**config.mk**
```make
export PLATFORM = sky130hd
export DESIGN_NAME = mips_pc_unit
export DESIGN_NICKNAME = d
export VERILOG_FILES = /design/src/rtl/mips_pc_unit.sv
export SDC_FILE = /design/constraint.sdc
export NUM_CORES = 1
export LEC_CHECK = 0
export CAP_MARGIN = 20
export CORE_AREA = 8 8 82 84
export DETAILED_ROUTE_END_ITERATION = 7
export DIE_AREA = 0 0 90 92
export PLACE_DENSITY = 0.95
export SLEW_MARGIN = 20
export SYNTH_ARGS = -nofsm -noshare
export SYNTH_HDL_FRONTEND = slang
export SYNTH_SLANG_ARGS = --single-unit
```
**constraint.sdc**
```tcl
create_clock -name clk_i -period 5.7 [get_ports clk_i]
set_clock_uncertainty 0.2 [all_clocks]
set_input_delay 0.855 -clock clk_i [delete_from_list [all_inputs] [get_ports clk_i]]
set_output_delay 0.855 -clock clk_i [all_outputs]
set_load 0.005 [all_outputs]
```
**src/rtl/mips_pc_unit.sv**
```systemverilog
// Program counter and fetch sequencing with redirects, halt detection and the core active flag.
// Build option MIPS_PC_DELAY_SLOT_EN: when defined, redirects take effect after one delay slot.
module mips_pc_unit #(
  parameter logic [31:0] RESET_VECTOR = 32'hBFC00000,
  parameter logic [31:0] HALT_ADDR    = 32'h00000000
) (
  input  logic        clk_i,
  input  logic        reset_i,
  input  logic        clk_enable_i,
  input  logic        stall_i,
  input  logic        redirect_valid_i,
  input  logic [31:0] redirect_target_i,
  output logic [31:0] pc_o,
  output logic [31:0] pc_plus4_o,
  output logic        active_o,
  output logic        in_delay_slot_o,
  output logic        slot_violation_o
);

  typedef enum logic [1:0] {ST_RUN, ST_SLOT, ST_HALT} state_t;

  state_t      state_q, state_d;
  logic [31:0] pc_q, pc_d;
  logic [31:0] seq_pc;
  logic [31:0] target;
  logic        advance;

  assign advance    = clk_enable_i & ~stall_i & ~reset_i;
  assign seq_pc     = pc_q + 32'd4;
  assign target     = redirect_target_i & 32'hFFFF_FFFC;
  assign pc_o       = pc_q;
  assign pc_plus4_o = seq_pc;

`ifdef MIPS_PC_DELAY_SLOT_EN
  logic [31:0] pending_q, pending_d;
  logic        viol_q, viol_d;

  always_ff @(posedge clk_i) begin
    if (reset_i) begin
      state_q   <= ST_RUN;
      pc_q      <= RESET_VECTOR;
      pending_q <= '0;
      viol_q    <= 1'b0;
    end else begin
      state_q   <= state_d;
      pc_q      <= pc_d;
      pending_q <= pending_d;
      viol_q    <= viol_d;
    end
  end

  always_comb begin
    state_d   = state_q;
    pc_d      = pc_q;
    pending_d = pending_q;
    viol_d    = viol_q;
    if (advance) begin
      case (state_q)
        ST_RUN: begin
          pc_d = seq_pc;
          // A sequential wrap onto the halt address wins over a redirect in the same cycle.
          if (seq_pc == HALT_ADDR) begin
            state_d = ST_HALT;
          end else if (redirect_valid_i) begin
            pending_d = target;
            state_d   = ST_SLOT;
          end
        end
        ST_SLOT: begin
          pc_d    = pending_q;
          state_d = (pending_q == HALT_ADDR) ? ST_HALT : ST_RUN;
          if (redirect_valid_i) begin
            viol_d = 1'b1;
          end
        end
        ST_HALT: begin
          state_d = ST_HALT;
        end
        default: begin
          state_d = ST_RUN;
        end
      endcase
    end
  end

  always_comb begin
    active_o         = (state_q != ST_HALT);
    in_delay_slot_o  = (state_q == ST_SLOT);
    slot_violation_o = viol_q;
  end
`else
  always_ff @(posedge clk_i) begin
    if (reset_i) begin
      state_q <= ST_RUN;
      pc_q    <= RESET_VECTOR;
    end else begin
      state_q <= state_d;
      pc_q    <= pc_d;
    end
  end

  always_comb begin
    state_d = state_q;
    pc_d    = pc_q;
    if (advance) begin
      case (state_q)
        ST_RUN: begin
          pc_d = redirect_valid_i ? target : seq_pc;
          if (pc_d == HALT_ADDR) begin
            state_d = ST_HALT;
          end
        end
        ST_HALT: begin
          state_d = ST_HALT;
        end
        default: begin
          state_d = ST_RUN;
        end
      endcase
    end
  end

  always_comb begin
    active_o         = (state_q != ST_HALT);
    in_delay_slot_o  = 1'b0;
    slot_violation_o = 1'b0;
  end
`endif

endmodule
```
---- Word level (Yosys, flattened, before mapping) ----
Index checks and enable logic that the tools add are counted.
word-level totals
  flip-flop bits (word level) ............. 34
  bits of input ports ..................... 37
  output and inout port bits .............. 67
cells by class
  add/sub/neg operators ................... 1
  equal/unequal tests ..................... 3
  multiplexer cells ....................... 3
  bitwise operators ....................... 4
  reduce and logical (&&, ||, !) cells .... 4
operators by type and width
  kind                     count
  $add A32 B3 Y32 const B  1
  $logic_not A32 Y1        1
  $mux W32                 1
  $ne A2 B2 Y1 const B     2
  $pmux W2 S2              1
  $reduce_and A2 Y1        2
  $and A1 B1 Y1            2
  $eq A2 B2 Y1 const B     1
  $logic_not A2 Y1         1
  $mux W2                  1
  $not A1 Y1               2

---- Depth between registers and ports, before layout ----
Gate-level depths: netlist (run 1).
  depth in word-level cells ............... 5
  mapped depth ............................ 10
  gate-level depth less buffers ........... 8

---- Worst setup path before layout (run 1) ----
No wires, ideal clock.
  path kind ............................... register to output
  start point ............................. register pc_q[2] (netlist: pc_o[2])
  end point ............................... output pc_plus4_o[22]
  arrival ................................. 1.743 ns
  setup slack ............................. 2.902 ns
  stages on the path, launching flop included .. 7
  cells stage by stage .................... dfxtp_1 > ha_1 > clkbuf_1 > nand4_1 > clkbuf_1 > nor4_1 > or2_2
on the way
  longest elaborated chain between the ends .. 1
RTL lines
  element                 RTL line  source
  from (decl)             23        logic [31:0] pc_q, pc_d;
  from (signal assigned)  98        pc_q <= pc_d;
  $add A32 B3 Y32         29        assign seq_pc = pc_q + 32'd4;
  to (decl)               14        output logic [31:0] pc_plus4_o,
No other way between the ends.

---- Worst setup path after layout (run 1) ----
Ends and elaborated chain as after synthesis.

==> results.json, run 1 <==
{
  "drv_slew": 0,
  "drtIter0Drc": 303,
  "synthCells": 336,
  "worst_slew_pin_slew_ns": 0.9650,
  "syn_area_sq_mm": 0.002486,
  "place_hpwl_um": 6473,
  "cp.arrival_ns": 3.10,
  "clkTransAtPathRegs_ns": 0.08,
  "max_freq_ghz": 0.2409,
  "rows": 27,
  "pwr-share-comb_pct": 19.4,
  "async_flop_share_pct": 0,
  "critPathCaptureType": "output port",
  "h-tree-depth": 2,
  "detail-route-antenna-nets": 0,
  "avgViaCountPerCell": 5.976,
  "path_cells": "ha_1 > nand4_1 > o31a_1 > or2_2 > clkdlybuf4s50_1",
  "syn_avg_cell_area_sq_um": 7.399,
  "die_y_um": 92,
  "max-vdd-ir-drop_mv": 0.09510,
  "coreArea_sq_mm": 0.005405,
  "seq_area_frac_synth_pct": 26.57,
  "hold_path_class": "reg2reg",
  "place_area_sq_mm": 0.003460,
  "ios": 104,
  "clk_latency_ns": 0.30,
  "placed_cells": 483,
  "yosysTopAreaCellShare_pct": 26.57,
  "route.detailed.drc": 0,
  "die_area_sq_mm": 0.008280,
  "yosys-top-cells-count": "36 x nand2_1, 36 x nor2_1, 33 x dfxtp_1",
  "io_buffers": 99,
  "nFillCells": 464,
  "cts_setup_buffers": 0,
  "grt_max_degree": 55,
  "synth_edf_count": 0,
  "critPathKind": "reg2out",
  "tritoncts": "yes",
  "antenna_found_initial": 0,
  "final_nets": 456,
  "rsz0062_at_grt": "no",
  "slew_headroom_pct": 35.47,
  "cp_top_family": "simple AND/OR/NAND/NOR gates",
  "final_area_sq_mm": 0.003593,
  "regArea_sq_um": 660.6,
  "final_util_pct": 66.48,
  "yosysTopAreaCell": "dfxtp_1",
  "start_util_pct": 46.00,
  "p_leak_nw": 1.342,
  "slowest_delay_ns": 0.60,
  "wire_per_inst_um": 17.85,
  "yosysWarningCount": 0,
  "p_clk_share_pct": 42.1,
  "dr_total_vias": 2934,
  "critPathSlowestCell": "nand4_1",
  "worst-path-buf-inv": 1,
  "whs_ns": 0.2944,
  "cts_root_buf": "clkbuf_8",
  "hold_buffers": 0,
  "multi_input_area_sq_mm": 0.001650,
  "cts.sinks": 33,
  "pre_cts_ws_ns": 1.646,
  "syn_to_final_growth_pct": 44.54,
  "grt_pass1_vias": 2913,
  "fin_crit_sh_pct": 72.84,
  "routed_wl_um": 8766,
  "dr.pass1.iters": 5,
  "p_total_mw": 0.6464,
  "critPathLaunchType": "flop",
  "layout-drive-gt1-share_pct": 5.967,
  "crit_required_ns": 4.64,
  "n_antenna_cell": 0,
  "setup_slack_ns": 1.548,
  "maxCapViolations": 0,
  "final_cells": 491,
  "worstPathMaxFanout": 14,
  "grt_pass1_wl_um": 14450,
  "yosysUniqueCellTypes": 54,
  "cts_made_buffers": 5,
  "place.gp.congestion": 0.8762,
  "finalHoldViolations": 0,
  "dieWidth_um": 90,
  "seq_power_share_pct": 38.6,
  "synth-seq-cells": 33,
  "grt_usage_pct": 20.67,
  "cts_resized": 0,
  "finalCriticalPeriod_ns": 4.152,
  "internal_power_mw": 0.4807,
  "synthTopCellsByArea": "dfxtp_1 27%, nand2_1 5.4%, nor2_1 5.4%, xor2_1 5.3%, a21oi_1 4.0%",
  "cts_buffer_depth": 2,
  "p_sw_mw": 0.1657,
  "netSwitchingFraction_pct": 25.63,
  "p_per_area_mw_per_mm2": 179.9,
  "setup_tns_ns": 0,
  "grt_overflow": 0,
  "outcome": "complete, no violations",
  "setup_viol_count_final": 0,
  "synth_flop_cell": "dfxtp_1"
}
-- placed cells by master, fill, tap and decap left out, types with 4 or more instances in the layout --
master	count
xnor2_1	11
dfxtp_1	33
o31ai_1	8
o21ai_0	12
clkdlybuf4s50_1	99
nor2_1	36
a21oi_1	20
o211ai_1	12
nand2b_1	6
nand3_1	12
xor2_1	15
nor4_1	7
and2_1	4
nand4_1	10
inv_1	10
and4_1	5
a22oi_1	6
mux2i_1	9
buf_4	4
nand2_1	36
clkbuf_8	5
nor3_1	15
-- final timing paths --
check        startpoint        endpoint  slack (ns)  cells past startpoint
min reg2reg  state_q[1]      state_q[1]        0.29                      2
max reg2reg     pc_o[2]      state_q[1]        2.47                      7
min          state_q[1]      state_q[1]        0.29                      2
max             pc_o[2]  pc_plus4_o[22]        1.55                      5
-- worst register-to-register path: stages (launching register included) --
cell      delay (ns)
dfxtp_1         0.49
ha_1            0.46
nand4_1         0.60
o311a_1         0.52
a221oi_1        0.33
o2111a_1        0.24
nand4_1         0.12
o31ai_2         0.19
-- area by class of cell --
| cell class | count | share of cell area (%) |
|---|---|---|
| Clock buffer | 5 | 1.915 |
| Inverter | 10 | 1.045 |
| Sequential cell | 33 | 18.38 |
| Timing Repair Buffer | 103 | 28.41 |
| Tap cell | 72 | 2.507 |
| Multi-Input combinational cell | 265 | 45.93 |
| Clock inverter | 3 | 1.811 |
-- cell families (layout without fill, tap and decap cells) --
group,count (synthesis),count (layout),synth area share (%)
and+or+nand+nor,148,148,30.35
AOI/OAI and AO/OA,77,77,21.54
buffers and inverters,39,121,7.197
DFF,33,33,26.57
xor gates and xnor gates,26,26,9.160
muxes,11,11,4.530
adders and majority gates,1,1,0.5032
other,1,2,0.1508
-- routing by layer --
layer	up-vias	share of wire [%]	GRT usage, %
met3	19	10	7.009
li1	1372	-	-
met1	1374	41	23.32
met5	-	0	0
met2	169	46	35.71
met4	0	2.2	7.074
-- registers in the layout, indices dropped and copies added (netlist names) --
| signal | flops |
|---|---|
| pc_o | 32 |
| state_q | 1 |
-- power by group through the flow --
stage	sequential, mW	clock (mW)	combinational, mW
floorplan	0.252	0	0.0591
global placement	0.254	0	0.121
detailed placement	0.254	0	0.124
CTS	0.249	0.268	0.125
global route	0.251	0.279	0.135
finish	0.249	0.272	0.125
Power figures use the tool's default switching activity.
==> run 2: changes to the inputs <==
--- a/config.mk
+++ b/config.mk
@@ -6,10 +6,10 @@
 export NUM_CORES = 1
 export LEC_CHECK = 0
 export CAP_MARGIN = 20
-export CORE_AREA = 8 8 82 84
+export CORE_AREA = 8 8 89 91
 export DETAILED_ROUTE_END_ITERATION = 7
-export DIE_AREA = 0 0 90 92
-export PLACE_DENSITY = 0.95
+export DIE_AREA = 0 0 97 99
+export PLACE_DENSITY = 0.86
 export SLEW_MARGIN = 20
 export SYNTH_ARGS = -nofsm -noshare
 export SYNTH_HDL_FRONTEND = slang
==> constraint.sdc (replaced) <==
create_clock -name clk_i -period 3.6 [get_ports clk_i]
set_clock_uncertainty 0.2 [all_clocks]
set_input_delay 0.54 -clock clk_i [delete_from_list [all_inputs] [get_ports clk_i]]
set_output_delay 0.54 -clock clk_i [all_outputs]
set_load 0.005 [all_outputs]
==> run 2 against run 1 <==
Net effect: worst hold slack gained 0.012 ns; worst setup slack lost 1.3 ns; register-to-register slack lost 1.7 ns; combinational power grew 63%; critical path depth is the same; sequential power grew 57%; via count shrank 1.4%; largest power group is now sequential cells; cell area grew 1.7%; count of clock-buffer cells in the layout grew 2; global-route usage shrank 2.7 points.
==> results.json, run 2 (synthesis results as in run 1) <==
{
  "layout-drive-gt1-share_pct": 8.817,
  "clk_latency_ns": 0.29,
  "p_leak_nw": 1.387,
  "reg2reg_slack_ns": 0.75,
  "mostFrequentLayoutCell": "clkdlybuf4s50_1",
  "grt_pass1_vias": 2895,
  "crit_required_ns": 2.86,
  "final_nets": 468,
  "slowest_delay_ns": 0.48,
  "drv_slew": 0,
  "setup_slack_ns": 0.2264,
  "final_cells": 511,
  "critPathKind": "reg2out",
  "start_util_pct": 37.85,
  "place.gp.congestion": 0.8779,
  "setup_viol_count_final": 0,
  "cts_made_buffers": 5,
  "place_area_sq_mm": 0.003540,
  "whs_ns": 0.3060,
  "dr_total_vias": 2892,
  "dieWidth_um": 97,
  "avgViaCountPerCell": 5.659,
  "worst-path-buf-inv": 1,
  "cts.sinks": 33,
  "die_y_um": 99,
  "grt_overflow": 0,
  "antenna_found_initial": 0,
  "die_area_sq_mm": 0.009603,
  "max_freq_ghz": 0.2964,
  "final_cell_mix": "98 x clkdlybuf4s50_1, 36 x nand2_1, 36 x nor2_1",
  "grt_pass1_wl_um": 14630,
  "p_per_area_mw_per_mm2": 250.4,
  "wire_per_inst_um": 17.56,
  "nFillCells": 612,
  "grt_usage_pct": 17.94,
  "worst_slew_pin_slew_ns": 0.5593,
  "setup_tns_ns": 0,
  "path_cells": "and4_1 > nand4_1 > o31a_1 > or2_2 > clkdlybuf4s50_1",
  "final_area_sq_mm": 0.003656,
  "place_hpwl_um": 6784,
  "max-vdd-ir-drop_mv": 0.1398,
  "detail-route-antenna-nets": 0,
  "cp_top_family": "simple AND/OR/NAND/NOR gates",
  "pre_cts_ws_ns": 0.4535,
  "tritoncts": "yes",
  "finalHoldViolations": 0,
  "dr.pass1.iters": 4,
  "worstPathMaxFanout": 8,
  "p_total_mw": 0.9154,
  "routed_wl_um": 8975,
  "cp.arrival_ns": 2.63,
  "placed_cells": 501,
  "h-tree-depth": 2,
  "cts_buffer_depth": 2,
  "critPathLaunchType": "flop",
  "critPathSlowestCell": "dfxtp_1",
  "cts_root_buf": "clkbuf_8",
  "drtIter0Drc": 153,
  "final_util_pct": 55.66,
  "maxCapViolations": 0,
  "finalCriticalPeriod_ns": 3.374,
  "syn_to_final_growth_pct": 47.06,
  "io_buffers": 99,
  "critPathCaptureType": "output port",
  "n_antenna_cell": 0,
  "route.detailed.drc": 0,
  "rows": 30,
  "ios": 104,
  "coreArea_sq_mm": 0.006569,
  "grt_max_degree": 25,
  "slew_headroom_pct": 62.37,
  "hold_path_class": "reg2reg",
  "largest_reg_flops": 32,
  "rsz0062_at_grt": "no",
  "outcome": "complete, no violations",
  "clkTransAtPathRegs_ns": 0.08,
  "fin_crit_sh_pct": 93.71
}
-- run 2: area by class of cell --
type	count	area (sq um)	area share, %
Tap cell	80	100.1	2.738
Sequential cell	33	660.6	18.07
Inverter	10	37.54	1.027
Multi-Input combinational cell	265	1650	45.14
Clock inverter	1	5.005	0.1369
Clock buffer	7	96.34	2.635
Timing Repair Buffer	115	1106	30.25
-- run 2: final timing paths --
path / from / endpoint / depth (start not counted)
setup / recovery: pc_o[12] / pc_plus4_o[30] / 5
hold / removal: state_q[1] / state_q[1] / 2
setup reg to reg: pc_o[4] / state_q[1] / 8
hold reg to reg: state_q[1] / state_q[1] / 2
-- run 2: layer usage --
metal  part of all wire (%)  GRT usage, %
met5                      0             0
met4                    1.5         4.142
met3                    9.0         6.018
met2                     47         31.15
met1                     42         20.66
-- run 2: worst register-to-register path: stages, from the launching register on --
cell,delay (ns)
dfxtp_1,0.34
buf_4,0.16
nand4_1,0.23
nor4_1,0.59
xor2_1,0.17
nor4b_1,0.46
o2111a_1,0.29
nand4_1,0.13
o31ai_2,0.20
-- run 2: power by group --
part	total (mW)	switching (mW)	internal, mW
Clock	0.319	0.146	0.173
Combinational	0.204	0.0911	0.113
Sequential	0.392	0.0163	0.376
-- run 2: timing repair --
item                                    CTS  global route
hold buffers                              0             0
resized for setup                         0             0
endpoints found under the setup margin    0             6
setup buffers                             0             2
